--- config.mk ---
export PLATFORM = sky130hd
export DESIGN_NAME = axi_write
export DESIGN_NICKNAME = d
export VERILOG_FILES = /design/src/rtl/axi_write.sv
export SDC_FILE = /design/constraint.sdc
export NUM_CORES = 1
export LEC_CHECK = 0
export BUFFER_PORTS_ARGS = -buffer_cell sky130_fd_sc_hd__buf_2
export CORE_AREA = 2 2 150 152
export DETAILED_ROUTE_END_ITERATION = 8
export DIE_AREA = 0 0 152 154
export PLACE_DENSITY = 0.42
export SETUP_SLACK_MARGIN = 0.2
export SLEW_MARGIN = 40
export SYNTH_ARGS = -nofsm -noshare
export SYNTH_HDL_FRONTEND = slang
export SYNTH_SLANG_ARGS = --single-unit
export TNS_END_PERCENT = 50
--- constraint.sdc ---
create_clock -name CLK -period 1.7 [get_ports CLK]
set_input_delay 0.255 -clock CLK [delete_from_list [all_inputs] [get_ports CLK]]
set_output_delay 0.255 -clock CLK [all_outputs]
set_load 0.02 [all_outputs]
--- src/rtl/axi_write.sv ---
// axi_write: AXI4 write-channel master, one INCR burst in flight at a time.
// A command (address, beats-1) is latched, AW is issued, W beats are passed
// straight through from the data source, and the B response is reported back
// as a DONE pulse (with ERR when the slave signals SLVERR/DECERR).
module axi_write #(
   parameter int C_AXI_THREAD_ID_WIDTH = 1,
   parameter int C_AXI_ADDR_WIDTH      = 32,
   parameter int C_AXI_DATA_WIDTH      = 128
) (
   input  logic                               CLK,
   input  logic                               RST,
   // command
   input  logic [C_AXI_ADDR_WIDTH-1:0]        CMD_ADDR,
   input  logic [7:0]                         CMD_LEN,
   input  logic                               CMD_VALID,
   output logic                               CMD_READY,
   // data source
   input  logic [C_AXI_DATA_WIDTH-1:0]        WR_DATA,
   input  logic                               WR_VALID,
   output logic                               WR_READY,
   // status
   output logic                               BUSY,
   output logic                               DONE,
   output logic                               ERR,
   // AW channel
   output logic [C_AXI_THREAD_ID_WIDTH-1:0]   AXI_AWID,
   output logic [C_AXI_ADDR_WIDTH-1:0]        AXI_AWADDR,
   output logic [7:0]                         AXI_AWLEN,
   output logic [2:0]                         AXI_AWSIZE,
   output logic [1:0]                         AXI_AWBURST,
   output logic                               AXI_AWLOCK,
   output logic [3:0]                         AXI_AWCACHE,
   output logic [2:0]                         AXI_AWPROT,
   output logic [3:0]                         AXI_AWQOS,
   output logic                               AXI_AWUSER,
   output logic                               AXI_AWVALID,
   input  logic                               AXI_AWREADY,
   // W channel
   output logic [C_AXI_DATA_WIDTH-1:0]        AXI_WDATA,
   output logic [C_AXI_DATA_WIDTH/8-1:0]      AXI_WSTRB,
   output logic                               AXI_WLAST,
   output logic                               AXI_WUSER,
   output logic                               AXI_WVALID,
   input  logic                               AXI_WREADY,
   // B channel
   input  logic [C_AXI_THREAD_ID_WIDTH-1:0]   AXI_BID,
   input  logic [1:0]                         AXI_BRESP,
   input  logic                               AXI_BUSER,
   input  logic                               AXI_BVALID,
   output logic                               AXI_BREADY
);

   localparam int         STRB_WIDTH = C_AXI_DATA_WIDTH / 8;
   localparam logic [2:0] AXSIZE     = 3'($clog2(STRB_WIDTH));

   typedef enum logic [1:0] {
      IDLE = 2'd0,
      ADDR = 2'd1,
      DATA = 2'd2,
      RESP = 2'd3
   } state_t;

   state_t                      state_reg;
   logic [C_AXI_ADDR_WIDTH-1:0] addr_reg;
   logic [7:0]                  len_reg;
   logic [7:0]                  beat_cnt_reg;
   logic                        done_reg;
   logic                        err_reg;

   logic                        in_data;
   logic                        last_beat;
   logic                        w_fire;
   logic                        unused_inputs;

   assign in_data   = (state_reg == DATA);
   assign last_beat = in_data && (beat_cnt_reg == len_reg);
   // The handshake is seen exactly as the slave sees it: source valid gated by DATA.
   assign w_fire    = in_data && WR_VALID && AXI_WREADY;

   // Burst sequencing: command latch, AW issue, beat counting, B completion.
   always_ff @(posedge CLK) begin
      if (RST) begin
         state_reg    <= IDLE;
         addr_reg     <= '0;
         len_reg      <= '0;
         beat_cnt_reg <= '0;
         done_reg     <= 1'b0;
         err_reg      <= 1'b0;
      end else begin
         done_reg <= 1'b0;
         err_reg  <= 1'b0;
         case (state_reg)
            IDLE: begin
               if (CMD_VALID) begin
                  addr_reg     <= CMD_ADDR;
                  len_reg      <= CMD_LEN;
                  beat_cnt_reg <= '0;
                  state_reg    <= ADDR;
               end
            end
            ADDR: begin
               if (AXI_AWREADY) begin
                  state_reg <= DATA;
               end
            end
            DATA: begin
               if (w_fire) begin
                  beat_cnt_reg <= beat_cnt_reg + 8'd1;
                  if (last_beat) begin
                     state_reg <= RESP;
                  end
               end
            end
            RESP: begin
               if (AXI_BVALID) begin
                  done_reg  <= 1'b1;
                  // BRESP[1] covers both SLVERR and DECERR; EXOKAY is not an error.
                  err_reg   <= AXI_BRESP[1];
                  state_reg <= IDLE;
               end
            end
            default: state_reg <= IDLE;
         endcase
      end
   end

   // Handshake and status outputs decode straight from the state register.
   assign CMD_READY   = (state_reg == IDLE);
   assign BUSY        = (state_reg != IDLE);
   assign DONE        = done_reg;
   assign ERR         = err_reg;

   assign AXI_AWID    = '0;
   assign AXI_AWADDR  = addr_reg;
   assign AXI_AWLEN   = len_reg;
   assign AXI_AWSIZE  = AXSIZE;
   assign AXI_AWBURST = 2'b01;
   assign AXI_AWLOCK  = 1'b0;
   assign AXI_AWCACHE = 4'b0011;
   assign AXI_AWPROT  = 3'b000;
   assign AXI_AWQOS   = 4'b0000;
   assign AXI_AWUSER  = 1'b0;
   assign AXI_AWVALID = (state_reg == ADDR);

   // W is a pure pass-through; an early WR_VALID is simply held off until DATA.
   assign AXI_WDATA   = WR_DATA;
   assign AXI_WSTRB   = '1;
   assign AXI_WLAST   = last_beat;
   assign AXI_WUSER   = 1'b0;
   assign AXI_WVALID  = in_data && WR_VALID;
   assign WR_READY    = in_data && AXI_WREADY;

   assign AXI_BREADY  = (state_reg == RESP);

   // Response ID/user and the low BRESP bit carry nothing this master needs.
   assign unused_inputs = ^{AXI_BID, AXI_BUSER, AXI_BRESP[0]};

endmodule

==> flow_summary.ini <==
[pwr]
power_frac_clock_pct = 22.7
p_int_mw = 3.19
p_leak_nw = 1.89
p_comb_share_pct = 47.9
peakVddDrop_uv = 366
switching_share_pct = 39.8
p_seq_share_pct = 29.3
power_switching_mw = 2.11
p_per_area_mw_per_mm2 = 1270

[sta]
post-route-period-util_pct = 106
setup_viol = 1
fin_setup_tns_ns = -0.0979
finClkSkew_ns = 0.00727
clock.fmax_mhz = 556
rsz0062_at_grt = true
drv_slew = 0
hold_violations = 0
setup_slack_ns = -0.0979
final.min_clock_period_ns = 1.80

[worst_setup_path]
cp.required_ns = 1.44
critPathKind = reg2out
critPathLaunch = beat_cnt_reg[2]
critPathMaxFanout = 2
cp-end-kind = primary output
crit_chain = xor2_1, nor4_1, buf_4, nand2_4, nor2_4, buf_6
worst_ep_arrival_time_ns = 1.54
critPathLaunchType = register
cpMaxStageDelayCell = dfxtp_2
max_stage_delay_ns = 0.33
reg2reg_from = state_reg[0]

[detailed_routing]
dr.pass1.iters = 4
routedWlPerCell_um = 15.5
wl_mm = 10.8
detail_route.vias_per_cell = 3.55
ant_nets = 0
vias = 2478
route.detailed.drc = 0
drt_iter0_markers = 57

[clocking]
clock_latency_ns = 0.30
postCtsHoldBufs = 0
cts_tree = built
clkSlewWorstSetupHoldPaths_ns = 0.08
htreeDepth = 2
clockBufferDepth = 2
cts-root-buf = clkbuf_16
cts_buffers = 5
cts.sinks = 52

[hold_path]
min_path_type = in2reg
hp-start = AXI_BRESP[1]

[placement]
dp_hpwl_mm = 6.65
placed_cell_area_mm2 = 0.00326
place.gp.congestion = 0.681
dpl.cell_count = 675
io_buffers = 96

[outcome]
status = finished, violations left
violations = setup timing

[final_layout]
diodes = 0
final_util_pct = 19.3
drive_gt1_share_pct = 55.5
area_growth_pct = 23.7
final_nets = 601
largest_reg_flops = 32
final_area_mm2 = 0.00418
stdcell_count = 698

[global_route]
gr-usage-all-layers_pct = 7.61
grt_max_degree = 41
grt_antenna_before_repair = 0
grt_overflow = 0
grt_pass1_vias = 2278
grt_pass1_wl_mm = 13.4

[synthesis]
ys_seq_elements = 52
synth.most_common_cell = buf_4
netlist_area_mm2 = 0.00338
async_flop_share_pct = 0
synth.distinct_cells = 32
ys_warn_count = 0
synth_edf_count = 0
synth_area_leader_cell = buf_4
synth_common_cells = 164 x buf_4, 84 x nand2_1, 52 x dfxtp_1, 42 x a21oi_1, 14 x clkbuf_1
synth_top_area_share_pct = 36.5
synth_area_leaders = buf_4 36%, dfxtp_1 31%, nand2_1 9.3%
avgSynthCellArea_um2 = 7.87
synth_flop_cell = dfxtp_1
yosysSeqAreaShare_pct = 30.8
syn_inst = 429

[floorplanning]
die_h_um = 154
initial_core_util_pct = 15.6
die_w_um = 152
ios = 392
core-area_mm2 = 0.0217
dieArea_mm2 = 0.0234
core.rowCount = 54

[run]
maxCapViolCount = 0
-- layout by cell type (no fill, tap or decap), types with 2 or more instances in the layout --
| cell | instances |
|---|---|
| a21oi_1 | 8 |
| a21oi_2 | 34 |
| and2_4 | 2 |
| buf_12 | 4 |
| buf_2 | 92 |
| buf_4 | 19 |
| buf_6 | 6 |
| clkbuf_16 | 10 |
| clkinv_1 | 2 |
| conb_1 | 36 |
| dfxtp_1 | 45 |
| dfxtp_2 | 4 |
| dfxtp_4 | 3 |
| ha_4 | 3 |
| inv_1 | 4 |
| inv_6 | 2 |
| mux2i_1 | 2 |
| nand2_1 | 48 |
| nand2_2 | 3 |
| nand2_4 | 33 |
| nand3_1 | 3 |
| nor2_1 | 8 |
| nor2_4 | 3 |
| nor2b_1 | 2 |
| nor4_4 | 2 |
| o21ai_0 | 3 |
| or3_1 | 3 |
| xnor2_1 | 4 |
| xor2_1 | 8 |
-- worst paths after layout --
kind	end	slack [ns]	cells after the start
max	AXI_WLAST	-0.1	6
min	ERR	0.15	2
max reg2reg	state_reg[1]	0.01	6
min reg2reg	AXI_AWADDR[18]	0.45	2
-- per-layer routing --
layer | up-vias | routed length, µm | track usage, %
li1 | 1139 | - | -
met1 | 1130 | 4060 | 7.45
met2 | 138 | 5070 | 12.2
met3 | 71 | 1070 | 4.03
met4 | 0 | 615 | 5.87
met5 | - | 0 | 0
-- power by group through the flow --
stage	Sequential [mW]	Clock, mW	Combinational (mW)
5_1_grt	1.59	1.32	2.75
3_3_place_gp	1.58	0	1.69
2_1_floorplan	1.77	0	1.32
3_5_place_dp	1.58	0	1.69
6_report	1.55	1.20	2.54
4_1_cts	1.56	1.28	1.84
-- layout make-up --
class,count,area [µm²]
Fill cell,2450,17500
Multi-Input combinational cell,225,1690
Sequential cell,52,1060
Timing Repair Buffer,126,876
Tap cell,280,350
Clock buffer,5,125
Inverter,7,38.8
Clock inverter,3,37.5
-- metrics by stage --
stage | setup slack (ns) | hold WS [ns] | total power [mW]
after CTS | -0.202 | 0.135 | 4.68
final | -0.0979 | 0.149 | 5.30
after global placement | 0.0139 | 0.441 | 3.26
after detailed placement | 0.0101 | 0.444 | 3.26
after global routing | -0.171 | 0.144 | 5.65
after floorplan | 0.0659 | 0.377 | 3.09
-- cells by family after synthesis --
logic type	Yosys count	share of synthesized area [%]
buf+inv	186	39.1
simple gates	117	14.7
compound gates	52	9.23
flops	52	30.8
xor+xnor	12	3.11
fa+ha+maj	5	1.85
mux	3	0.889
other cells	2	0.222
-- worst max-delay path, delay by kind of cell, from the launching register on --
family / cells / cell delay (ns)
buf+inv: 2 / 0.31
simple gates: 3 / 0.45
xor+xnor: 1 / 0.16
flops: 1 / 0.33
-- what timing repair did --
item / in CTS / in global routing
buffers inserted: 4 / 6
setup endpoints to repair: 9 / 30
pin swaps: 10 / 72
gates cloned: 0 / 5
resized for setup: 20 / 121
Note: power is estimated with default switching activity, not from simulation.
